[src/rtl/ysyx_24090003_idu_stage.sv]
// RV32I/RV32E decode stage: combinational field split, immediate and format decode
// feeding a 2-entry skid buffer so that in_ready comes straight from a flop.
module ysyx_24090003_idu_stage #(
   parameter int unsigned REG_AW = 5,
   parameter int unsigned PC_W   = 32
) (
   input  logic              cpu_clk,
   input  logic              rst,
   input  logic              flush,
   input  logic              in_valid,
   output logic              in_ready,
   input  logic [31:0]       inst,
   input  logic [PC_W-1:0]   pc_in,
   output logic              out_valid,
   input  logic              out_ready,
   output logic [PC_W-1:0]   pc_out,
   output logic [REG_AW-1:0] rs1,
   output logic [REG_AW-1:0] rs2,
   output logic [REG_AW-1:0] rd,
   output logic [6:0]        opcode,
   output logic [2:0]        funct3,
   output logic [6:0]        funct7,
   output logic [31:0]       imm,
   output logic [2:0]        fmt,
   output logic              illegal
);

   localparam logic [2:0] FMT_R = 3'd0;
   localparam logic [2:0] FMT_I = 3'd1;
   localparam logic [2:0] FMT_S = 3'd2;
   localparam logic [2:0] FMT_B = 3'd3;
   localparam logic [2:0] FMT_U = 3'd4;
   localparam logic [2:0] FMT_J = 3'd5;
   localparam bit         RV32E = (REG_AW < 5);

   typedef struct packed {
      logic [PC_W-1:0]   pc;
      logic [REG_AW-1:0] rs1;
      logic [REG_AW-1:0] rs2;
      logic [REG_AW-1:0] rd;
      logic [6:0]        opcode;
      logic [2:0]        funct3;
      logic [6:0]        funct7;
      logic [31:0]       imm;
      logic [2:0]        fmt;
      logic              illegal;
   } rec_t;

   typedef enum logic [1:0] {
      ST_EMPTY = 2'd0,
      ST_ONE   = 2'd1,
      ST_TWO   = 2'd2
   } state_t;

   rec_t   dec;
   rec_t   head_q;
   rec_t   skid_q;
   state_t state_q;
   state_t state_d;
   logic   load_head;
   logic   load_skid;
   logic   pop_skid;
   logic   xfer_in;
   logic   xfer_out;
   logic   known;
   logic   use_rs1;
   logic   use_rs2;
   logic   use_rd;
   logic   hi_reg;
   logic [2:0]  fmt_c;
   logic [31:0] imm_c;

   // Decode of the incoming instruction; illegal encodings collapse to fmt=R, imm=0
   always_comb begin
      dec        = '0;
      known      = 1'b1;
      fmt_c      = FMT_R;
      imm_c      = '0;
      dec.pc     = pc_in;
      dec.rs1    = inst[15 +: REG_AW];
      dec.rs2    = inst[20 +: REG_AW];
      dec.rd     = inst[7 +: REG_AW];
      dec.opcode = inst[6:0];
      dec.funct3 = inst[14:12];
      dec.funct7 = inst[31:25];
      case (inst[6:0])
         7'b0110011:                                       fmt_c = FMT_R;
         7'b0010011, 7'b0000011, 7'b1100111, 7'b1110011,
         7'b0001111:                                       fmt_c = FMT_I;
         7'b0100011:                                       fmt_c = FMT_S;
         7'b1100011:                                       fmt_c = FMT_B;
         7'b0110111, 7'b0010111:                           fmt_c = FMT_U;
         7'b1101111:                                       fmt_c = FMT_J;
         default:                                          known = 1'b0;
      endcase
      case (fmt_c)
         FMT_I:   imm_c = {{20{inst[31]}}, inst[31:20]};
         FMT_S:   imm_c = {{20{inst[31]}}, inst[31:25], inst[11:7]};
         FMT_B:   imm_c = {{19{inst[31]}}, inst[31], inst[7], inst[30:25], inst[11:8], 1'b0};
         FMT_U:   imm_c = {inst[31:12], 12'b0};
         FMT_J:   imm_c = {{11{inst[31]}}, inst[31], inst[19:12], inst[20], inst[30:21], 1'b0};
         default: imm_c = '0;
      endcase
      use_rs1 = (fmt_c == FMT_R) || (fmt_c == FMT_I) || (fmt_c == FMT_S) || (fmt_c == FMT_B);
      use_rs2 = (fmt_c == FMT_R) || (fmt_c == FMT_S) || (fmt_c == FMT_B);
      use_rd  = (fmt_c == FMT_R) || (fmt_c == FMT_I) || (fmt_c == FMT_U) || (fmt_c == FMT_J);
      // RV32E only has x0-x15, so bit 4 of any used register field is an illegal encoding
      hi_reg  = (use_rs1 && inst[19]) || (use_rs2 && inst[24]) || (use_rd && inst[11]);
      dec.illegal = !known || (inst[1:0] != 2'b11) || (RV32E && hi_reg);
      dec.fmt     = dec.illegal ? FMT_R : fmt_c;
      dec.imm     = dec.illegal ? 32'd0 : imm_c;
   end

   assign xfer_in  = in_valid && in_ready;
   assign xfer_out = out_valid && out_ready;

   always_ff @(posedge cpu_clk) begin
      if (rst) state_q <= ST_EMPTY;
      else     state_q <= state_d;
   end

   // Occupancy FSM; head is always the oldest entry, skid holds the younger one when full
   always_comb begin
      state_d   = state_q;
      load_head = 1'b0;
      load_skid = 1'b0;
      pop_skid  = 1'b0;
      if (flush) begin
         state_d = ST_EMPTY;
      end else begin
         case (state_q)
            ST_EMPTY: begin
               if (xfer_in) begin
                  state_d   = ST_ONE;
                  load_head = 1'b1;
               end
            end
            ST_ONE: begin
               if (xfer_in && !xfer_out) begin
                  state_d   = ST_TWO;
                  load_skid = 1'b1;
               end else if (xfer_in && xfer_out) begin
                  load_head = 1'b1;
               end else if (xfer_out) begin
                  state_d = ST_EMPTY;
               end
            end
            ST_TWO: begin
               if (xfer_out) begin
                  state_d  = ST_ONE;
                  pop_skid = 1'b1;
               end
            end
            default: state_d = ST_EMPTY;
         endcase
      end
   end

   always_ff @(posedge cpu_clk) begin
      if (rst) begin
         in_ready  <= 1'b1;
         out_valid <= 1'b0;
         head_q    <= '0;
         skid_q    <= '0;
      end else begin
         in_ready  <= (state_d != ST_TWO);
         out_valid <= (state_d != ST_EMPTY);
         if (load_head)     head_q <= dec;
         else if (pop_skid) head_q <= skid_q;
         if (load_skid)     skid_q <= dec;
      end
   end

   assign pc_out  = head_q.pc;
   assign rs1     = head_q.rs1;
   assign rs2     = head_q.rs2;
   assign rd      = head_q.rd;
   assign opcode  = head_q.opcode;
   assign funct3  = head_q.funct3;
   assign funct7  = head_q.funct7;
   assign imm     = head_q.imm;
   assign fmt     = head_q.fmt;
   assign illegal = head_q.illegal;

endmodule
[config.mk]
export PLATFORM = sky130hd
export DESIGN_NAME = ysyx_24090003_idu_stage
export DESIGN_NICKNAME = d
export VERILOG_FILES = /design/src/rtl/ysyx_24090003_idu_stage.sv
export SDC_FILE = /design/constraint.sdc
export NUM_CORES = 1
export LEC_CHECK = 0
export CAP_MARGIN = 15
export CORE_MARGIN = 4
export CORE_UTILIZATION = 53
export CTS_BUF_LIST = sky130_fd_sc_hd__clkbuf_8
export DETAILED_ROUTE_END_ITERATION = 6
export PLACE_DENSITY = 0.91
export SYNTH_ARGS = -nofsm -noshare
export SYNTH_HDL_FRONTEND = slang
export SYNTH_SLANG_ARGS = --single-unit
[constraint.sdc]
create_clock -name cpu_clk -period 2.36 [get_ports cpu_clk]
set_input_delay 0.236 -clock cpu_clk [delete_from_list [all_inputs] [get_ports cpu_clk]]
set_output_delay 0.236 -clock cpu_clk [all_outputs]
set_load 0.01 [all_outputs]
==> metrics.cfg <==
[status]
outcome=finished, final reports clean

[critical_path]
start_kind=register
crit_type=register to register
crit_fanout=11
worstSetupEndpointType=register
rrSetupSlack_ns=0.15
arrival_ns=2.54
cp.required_ns=2.69

[layout]
multi_input_area_um2=3640
area_growth_pct=34.1
stdcell_area_um2=10900
drive_gt1_share_pct=9.57
seqCellArea_um2=4080
nets=1173
num_antenna_cells=0
fill_cells=1034

[drt]
drt_wl_total_um=24000
drt-pass1-iter-count=6
ant_nets=0
drt-vias-per-instance=6.01
num_vias=7884
wl_per_cell_um=18.3
drc=0
first_iter_violations=713

[clock_tree]
cts_setup_buffers=0
cts_root_buffer=clkbuf_8
insertion_delay_ns=0.51
cts_hold_buf=0
clk_pin_slew_ns=0.06
numCtsBuffers=35
cts.repair.resized=0
cts.sinks=204
cts_buffer_depth=3
htree_levels=2
cts_tree=yes

[sta]
fin_hold_ws_ns=0.166
worst_slew_pin_slew_ns=0.872
slew_headroom_pct=41.7
fin_skew_ns=0.0285
finalSetupViolations=0
hold_viol=0
period_share_pct=93.8
fin_ws_ns=0.147
max_freq_mhz=452
rsz0062_at_grt=false
period_minus_slack_ns=2.21
timing.final.max_slew_violations=0

[synthesis]
ys.flop_type=dfxtp_1
ys.warnings.count=0
yosys_register_bits=204
synth_area_um2=8100
synth_seq_area_share_pct=50.4
async_flop_share_pct=0
syn-num-nets=1007
ys_types=52
synth-edff-count=0
synth.avg_cell_area_um2=8.64
syn_inst=938

[global_routing]
overflow=0
grt_max_degree=69
antenna_found_initial=0
grt_usage_pct=26.6
grt_pass1_wl_um=38900
first_global_vias=7642

[min_path]
min_path_type=primary input to register

[floorplan]
row_count=44
start_util_pct=54.9
die_w_um=132
die_h_um=132
dieArea_um2=17300
core_area_um2=14800
io_pins=171

[placed_design]
routabilityCongestion=0.948
dpl-instance-area_um2=10100
dpl_worst_slack_ns=-0.106
port_buffers=170
hpwl_um=15600

[power]
peakVddDrop_uv=428
p_per_area_nw_per_um2=704
p_total_mw=7.64
p_leak_nw=3.66

[run]
drv_cap=0

## power breakdown
group | total, mW | internal, mW | leakage [nW] | switching [mW]
Combinational | 0.835 | 0.405 | 1.58 | 0.430
Sequential | 3.62 | 3.56 | 1.66 | 0.0647
Clock | 3.19 | 1.83 | 0.416 | 1.36
Total | 7.64 | 5.79 | 3.66 | 1.85
## cell usage in the layout, fill, tap and decap left out, types with 2 or more instances in the layout
cell type          n
a21o_1             2
inv_1             17
buf_12            11
dfxtp_1          204
a211oi_2           2
nor3_1             6
nor3b_1            2
a221oi_1          15
a22oi_1           64
a21oi_1          133
nand3b_1           2
o22ai_1           10
clkdlybuf4s50_1  169
o21ai_0            5
nor2_1            65
a211oi_1          43
o31ai_1            2
nand3_1            7
buf_4             33
nand2_1          203
clkbuf_8          49
a32oi_1            4
a31oi_1            6
nand2b_1           4
a222oi_1           6
mux2i_1           35
## cells in the mapped netlist (all sizes together) (2+ instances only)
| cell | instances | area, µm² |
|---|---|---|
| a221oi | 15 | 131 |
| clkbuf | 47 | 176 |
| nor3 | 7 | 40.0 |
| inv | 5 | 18.8 |
| a21boi | 2 | 18.8 |
| nand2b | 4 | 25.0 |
| nor3b | 4 | 40.0 |
| a211oi | 46 | 368 |
| dfxtp | 204 | 4080 |
| nand3b | 2 | 15.0 |
| o22ai | 10 | 62.6 |
| a21o | 2 | 15.0 |
| nand3 | 7 | 35.0 |
| nor4b | 2 | 17.5 |
| a31oi | 6 | 37.5 |
| a32oi | 4 | 35.0 |
| a222oi | 6 | 60.1 |
| o31ai | 3 | 27.5 |
| a22oi | 64 | 480 |
| o21ai | 6 | 30.0 |
| nand2 | 203 | 762 |
| nor2 | 66 | 248 |
| a21oi | 133 | 666 |
| buf | 38 | 220 |
| mux2i | 35 | 350 |
## metrics by stage
stage / util [%] / instances / setup TNS, ns
4_1_cts: 73.6 / 1312 / 0
2_1_floorplan: - / 938 / 0
3_3_place_gp: 68.7 / 1251 / 0
3_5_place_dp: 68.7 / 1251 / -0.948
6_report: 73.6 / 1312 / 0
5_1_grt: 73.6 / 1312 / 0
## registers in the layout, summed over array words and instances (netlist names), 5 cells and up
name,flops
skid_q,100
imm,32
pc_out,32
funct7,7
opcode,7
rd,5
rs1,5
rs2,5
## layout make-up
| type | instances | area share, % |
|---|---|---|
| inverters | 5 | 0.173 |
| flip-flops and latches | 204 | 37.6 |
| repair buffers | 214 | 20.0 |
| clock inverters | 12 | 0.415 |
| multi-input cells | 644 | 33.5 |
| well taps | 184 | 2.12 |
| clock buffers | 49 | 6.21 |
## worst max-delay path, stage by stage (launching register included)
cell and delay [ns]:
dfxtp_1 0.32, nand3b_1 0.27, or3_2 0.57, nor2_1 0.71, a221oi_1 0.18
## per-layer routing
metal | share of wire, % | track usage (%) | up-vias
met5 | 0 | 0 | -
met4 | 3.0 | 11.1 | 0
met3 | 8.8 | 6.38 | 60
met2 | 47 | 43.1 | 423
met1 | 41 | 34.1 | 3726
li1 | - | - | 3675
## final timing paths
kind | start | to | cells past startpoint
worst min-delay path | rst | skid_q[10]$_SDFFE_PP0P_ | 2
worst max-delay path | state_q[1]$_SDFF_PP0_ | imm[26]$_SDFFE_PP0P_ | 4
worst min register to register | pc_out[17]$_SDFFE_PP0P_ | pc_out[17]$_SDFFE_PP0P_ | 2
worst max register to register | state_q[1]$_SDFF_PP0_ | imm[26]$_SDFFE_PP0P_ | 4
## logic make-up (layout without fill, tap and decap cells)
group                  after synthesis  after routing  share of synthesized area, %
XOR/XNOR                             1              1                         0.108
multiplexers                        35             35                          4.32
AO/OA/AOI/OAI                      302            302                          24.4
flip-flops                         204            204                          50.4
AND/OR/NAND/NOR                    306            306                          15.7
buffers and inverters               90            280                          5.13
No activity file was read; power rests on OpenSTA's default activity.
